===== src/rtl/f4_ram_reader.sv =====
// f4_ram_reader: walks the F4 feature-map RAM and serialises each 16-channel word
// into a 16-bit valid/ready stream tagged with its flattened index.
module f4_ram_reader #(
  parameter int DEPTH  = 25,
  parameter int ADDR_W = 7,
  parameter int IDX_W  = 9
) (
  input  logic              clk,
  input  logic              rst_n,
  input  logic              start,
  output logic              busy,
  output logic              done,
  output logic [ADDR_W-1:0] f4_raddr,
  input  logic [15:0]       f4_1_rdata,
  input  logic [15:0]       f4_2_rdata,
  input  logic [15:0]       f4_3_rdata,
  input  logic [15:0]       f4_4_rdata,
  input  logic [15:0]       f4_5_rdata,
  input  logic [15:0]       f4_6_rdata,
  input  logic [15:0]       f4_7_rdata,
  input  logic [15:0]       f4_8_rdata,
  input  logic [15:0]       f4_9_rdata,
  input  logic [15:0]       f4_10_rdata,
  input  logic [15:0]       f4_11_rdata,
  input  logic [15:0]       f4_12_rdata,
  input  logic [15:0]       f4_13_rdata,
  input  logic [15:0]       f4_14_rdata,
  input  logic [15:0]       f4_15_rdata,
  input  logic [15:0]       f4_16_rdata,
  output logic [15:0]       fc_data,
  output logic [IDX_W-1:0]  fc_index,
  output logic              fc_last,
  output logic              fc_valid,
  input  logic              fc_ready
);
  typedef enum logic [2:0] {IDLE, REQ, CAPT, SEND, DONE} state_t;
  localparam logic [ADDR_W-1:0] LAST_ADDR = ADDR_W'(DEPTH - 1);
  state_t            state_q, state_d;
  logic [ADDR_W-1:0] addr_q, addr_d;
  logic [3:0]        ch_q, ch_d;
  logic [255:0]      word_q, word_d;
  logic [255:0]      rdata_all;
  logic              busy_q, busy_d, done_q, done_d;
  logic              fc_valid_q, fc_valid_d, fc_last_q, fc_last_d;
  logic [15:0]       fc_data_q, fc_data_d;
  logic [IDX_W-1:0]  fc_index_q, fc_index_d;
  // channel 1 occupies the least significant slice
  assign rdata_all = {f4_16_rdata, f4_15_rdata, f4_14_rdata, f4_13_rdata,
                      f4_12_rdata, f4_11_rdata, f4_10_rdata, f4_9_rdata,
                      f4_8_rdata,  f4_7_rdata,  f4_6_rdata,  f4_5_rdata,
                      f4_4_rdata,  f4_3_rdata,  f4_2_rdata,  f4_1_rdata};
  always_comb begin
    state_d = state_q;
    addr_d  = addr_q;
    ch_d    = ch_q;
    word_d  = word_q;
    case (state_q)
      IDLE: if (start) begin
        state_d = REQ;
        addr_d  = '0;
        ch_d    = '0;
      end
      REQ:  state_d = CAPT;
      CAPT: begin
        word_d  = rdata_all;
        state_d = SEND;
      end
      SEND: if (fc_valid_q && fc_ready) begin
        if (ch_q != 4'd15) ch_d = ch_q + 4'd1;
        else if (addr_q != LAST_ADDR) begin
          addr_d  = addr_q + 1'b1;
          ch_d    = '0;
          state_d = REQ;
        end else state_d = DONE;
      end
      DONE:    state_d = IDLE;
      default: state_d = IDLE;
    endcase
    // outputs are computed from the next state so they leave the flops aligned with it
    busy_d     = state_d != IDLE;
    done_d     = state_d == DONE;
    fc_valid_d = state_d == SEND;
    fc_data_d  = fc_valid_d ? word_d[{ch_d, 4'b0} +: 16] : '0;
    fc_index_d = fc_valid_d ? (IDX_W'(addr_d) << 4) | IDX_W'(ch_d) : '0;
    fc_last_d  = fc_valid_d && addr_d == LAST_ADDR && ch_d == 4'd15;
  end
  always_ff @(posedge clk or negedge rst_n) begin
    if (!rst_n) begin
      state_q    <= IDLE;
      addr_q     <= '0;
      ch_q       <= '0;
      word_q     <= '0;
      busy_q     <= 1'b0;
      done_q     <= 1'b0;
      fc_valid_q <= 1'b0;
      fc_last_q  <= 1'b0;
      fc_data_q  <= '0;
      fc_index_q <= '0;
    end else begin
      state_q    <= state_d;
      addr_q     <= addr_d;
      ch_q       <= ch_d;
      word_q     <= word_d;
      busy_q     <= busy_d;
      done_q     <= done_d;
      fc_valid_q <= fc_valid_d;
      fc_last_q  <= fc_last_d;
      fc_data_q  <= fc_data_d;
      fc_index_q <= fc_index_d;
    end
  end
  assign busy     = busy_q;
  assign done     = done_q;
  assign f4_raddr = addr_q;
  assign fc_valid = fc_valid_q;
  assign fc_last  = fc_last_q;
  assign fc_data  = fc_data_q;
  assign fc_index = fc_index_q;
endmodule


===== config.mk =====
export PLATFORM = sky130hd
export DESIGN_NAME = f4_ram_reader
export DESIGN_NICKNAME = d
export VERILOG_FILES = /design/src/rtl/f4_ram_reader.sv
export SDC_FILE = /design/constraint.sdc
export NUM_CORES = 1
export LEC_CHECK = 0
export ABC_AREA = 1
export BUFFER_PORTS_ARGS = -buffer_cell sky130_fd_sc_hd__buf_2
export CAP_MARGIN = 5
export CORE_MARGIN = 5
export CORE_UTILIZATION = 30
export DETAILED_ROUTE_END_ITERATION = 8
export SYNTH_ARGS = -nofsm -noshare
export SYNTH_HDL_FRONTEND = slang
export SYNTH_SLANG_ARGS = --single-unit

===== constraint.sdc =====
create_clock -name clk -period 2.92 [get_ports clk]
set_clock_uncertainty 0.05 [all_clocks]
set_input_delay 0.146 -clock clk [delete_from_list [all_inputs] [get_ports clk]]
set_output_delay 0.146 -clock clk [all_outputs]
set_load 0.01 [all_outputs]

==> impl_metrics.tcl <==
set metrics [dict create \
    grt.total_usage 0.208 \
    antenna_found_initial 5 \
    run_status "finished clean" \
    via_count 14000 \
    drc 0 \
    p_leak_nw 10.4 \
    clock.fmax_mhz 370 \
    htree_levels 2 \
    setup_ws_ns 0.217 \
    path_class "flip-flop to flip-flop" \
    hold_class "input port to flip-flop" \
    r2r.worst_path.cells 15 \
    ir_worst_vdd_mv 0.514 \
    maxCapViolCount 0 \
    clock_latency_ns 0.56 \
    routedWlPerCell_um 18.4 \
    pwr_density_cell_nw_per_um2 1290 \
    use_met3 0.0488 \
    portBuffers 295 \
    ys_warn_count 0 \
    overflow 0 \
    path_clk_slew_ns 0.06 \
    ys_ff_latch 299 \
    preCtsSetupSlack_ns 0.132 \
    ant_nets 0 \
    start_util 0.302 \
    met2_usage 0.346 \
    arrival_ns 3.10 \
    die_area_um2 53600 \
    drtIter0Drc 992 \
    grt_max_degree 86 \
    ys_async_sr_fraction 1.00 \
    synth_area_per_cell_um2 7.96 \
    cts.sinks 299 \
    gp_routability_congestion 0.874 \
    io_pins 296 \
    grt_pass1_wl_mm 86.3 \
    finalCriticalPeriod_ns 2.70 \
    place_area_um2 16800 \
    drv_slew 0 \
    routed_wl_mm 56.6 \
    clockBufferDepth 3 \
    yosysSeqAreaShare 0.508 \
    setup_tns_ns 0 \
    endpoint_kind "flip-flop" \
    hpwlAfterDp_mm 38.7 \
    worst_pin_slew_ns 0.729 \
    postSynthCellCount 1850 \
    netlist_area_um2 14700 \
    synthDistinctLibCells 40 \
    cts_tree "yes" \
    max_slew_margin 0.514 \
    finalSetupViolations 0 \
    synth_top_flop_cell "dfrtp_1" \
    period_share 0.926 \
    top_usage_layer "met2" \
    rows 81 \
    cts_buffers 37 \
    fin_nets 2651 \
    crit_path_max_fanout 32 \
    core-area_um2 48700 \
    rsz0062_at_grt "no" \
    synth_fp_nets 2113 \
    final_cell_area_um2 20700 \
    fp.dieW_um 232 \
    crit_required_ns 3.32 \
    synth_edf_count 0 \
    die_h_um 232 \
    startpoint_type "flip-flop" \
    area_delta_synth_final_pct 40.9 \
    hold_violations 0 \
    drive_above_1_share 0.211 \
    grt_use_met1 0.270 \
    grt_pass1_vias 14800 \
    first_pass_iters 6 \
    holdPathStages 5 \
    cts_root_buf "clkbuf_16" \
    avgViaCountPerCell 4.55 \
]
-- metrics by stage --
step | utilization | instances | hold WS, ns | total power, mW
floorplan | - | 1850 | -0.200 | 16.8
global placement | 0.345 | 2749 | 0.167 | 21.5
detailed placement | 0.345 | 2749 | 0.173 | 21.6
CTS | 0.424 | 3072 | 0.0103 | 26.7
global route | 0.425 | 3080 | 0.0666 | 29.1
finish | 0.425 | 3080 | 0.0340 | 26.8
-- cell families after synthesis --
| logic type | count (synthesis) | synth area share |
|---|---|---|
| simple gates | 979 | 0.290 |
| buf+inv | 312 | 0.102 |
| flops | 299 | 0.508 |
| compound gates | 241 | 0.0865 |
| mux | 15 | 0.0102 |
| fa+ha+maj | 3 | 0.00255 |
| xor+xnor | 1 | 0.000595 |
-- flip-flops by register name, summed over array words and instances (netlist names) --
name	flops
state_q	3
fc_index	9
ch_q	4
busy	1
word_q	256
fc_data	16
done	1
fc_last	1
f4_raddr	7
fc_valid	1
-- power by group --
part	internal (mW)	switching, mW
Sequential	6.16	0.591
Combinational	5.05	10.3
Clock	2.83	1.82
-- layout make-up --
class / count / area, um2
fillers: 4854 / 28000
flip-flops and latches: 299 / 7480
multi-input cells: 1241 / 5790
repair buffers: 602 / 4610
clock buffers: 58 / 1170
well taps: 664 / 831
inverters: 207 / 788
clock inverters: 8 / 68.8
diodes: 1 / 2.50
-- Yosys cell counts (2+ instances only) --
cell type | n | share of area
inv_1 | 193 | 0.049
buf_4 | 25 | 0.013
dfrtp_1 | 299 | 0.51
o21a_1 | 2 | 0.0010
o21ai_2 | 5 | 0.0030
nor2_4 | 3 | 0.0023
o21ai_0 | 122 | 0.041
inv_2 | 12 | 0.0031
or2_1 | 57 | 0.024
ha_1 | 3 | 0.0026
a21oi_1 | 6 | 0.0020
nand2_1 | 677 | 0.17
nand2_2 | 4 | 0.0017
o21ai_1 | 94 | 0.032
nor3_1 | 2 | 0.00068
buf_2 | 24 | 0.0082
nand3_1 | 134 | 0.046
or2_2 | 64 | 0.027
nand3_2 | 3 | 0.0020
mux2i_1 | 15 | 0.010
clkbuf_1 | 28 | 0.0071
o211ai_1 | 6 | 0.0031
nand2_4 | 4 | 0.0031
buf_6 | 25 | 0.019
a21oi_2 | 2 | 0.0012
nor2_1 | 27 | 0.0069
-- final timing paths --
| kind | startpoint | end | slack [ns] |
|---|---|---|---|
| worst max register to register | ch_q[1] | fc_data[13] | 0.22 |
| worst min-delay path | start | state_q[0] | 0.03 |
| worst max-delay path | ch_q[1] | fc_data[13] | 0.22 |
| worst min register to register | word_q[13] | word_q[13] | 0.42 |
| max in group asynchronous | rst_n | word_q[206] | 1.67 |
| min in group asynchronous | rst_n | word_q[204] | 0.17 |
-- cell usage in the layout (no fill, tap or decap), types with 5 or more instances in the layout --
| cell type | synthesis | final |
|---|---|---|
| nand2_1 | 677 | 677 |
| dfrtp_1 | 299 | 299 |
| buf_2 | 24 | 294 |
| dlygate4sd3_1 | 0 | 257 |
| inv_1 | 193 | 193 |
| nand3_1 | 134 | 134 |
| o21ai_0 | 122 | 122 |
| o21ai_1 | 94 | 94 |
| or2_2 | 64 | 64 |
| or2_1 | 57 | 57 |
| clkbuf_16 | 0 | 40 |
| buf_4 | 25 | 36 |
| nor2_1 | 27 | 27 |
| mux2i_1 | 15 | 15 |
| clkbuf_8 | 0 | 12 |
| inv_2 | 12 | 11 |
| buf_12 | 0 | 11 |
| clkinv_2 | 1 | 7 |
| clkbuf_1 | 28 | 7 |
| o211ai_1 | 6 | 6 |
| a21oi_1 | 6 | 6 |
| nand2_4 | 4 | 5 |
| o21ai_2 | 5 | 5 |
-- critical path, cell delays in order, from the launching register on --
cell and delay (ns):
dfrtp_1 0.40, ha_1 0.23, nand3_2 0.14, clkinv_2 0.10
nand3_2 0.13, nand2_2 0.07, nand2_4 0.23, nand2_4 0.15
buf_4 0.19, clkbuf_16 0.20, o21ai_1 0.18, nand2_1 0.14
nand3_1 0.17, nand3_1 0.09, nand2_1 0.07, inv_1 0.03
-- what timing repair did --
action / in CTS / in global routing
hold buffers: 257 / 0
gates resized for setup: 0 / 2
endpoints found under the setup margin: 0 / 11
hold endpoints to repair: 334 / 0
buffers inserted: 0 / 4
-- layer usage --
metal  wire length, um  part of all wire
met1             24800              0.44
met2             26800              0.47
met3              3320             0.059
met4              1600             0.028
met5                46           0.00081
Power figures use the tool's default switching activity.
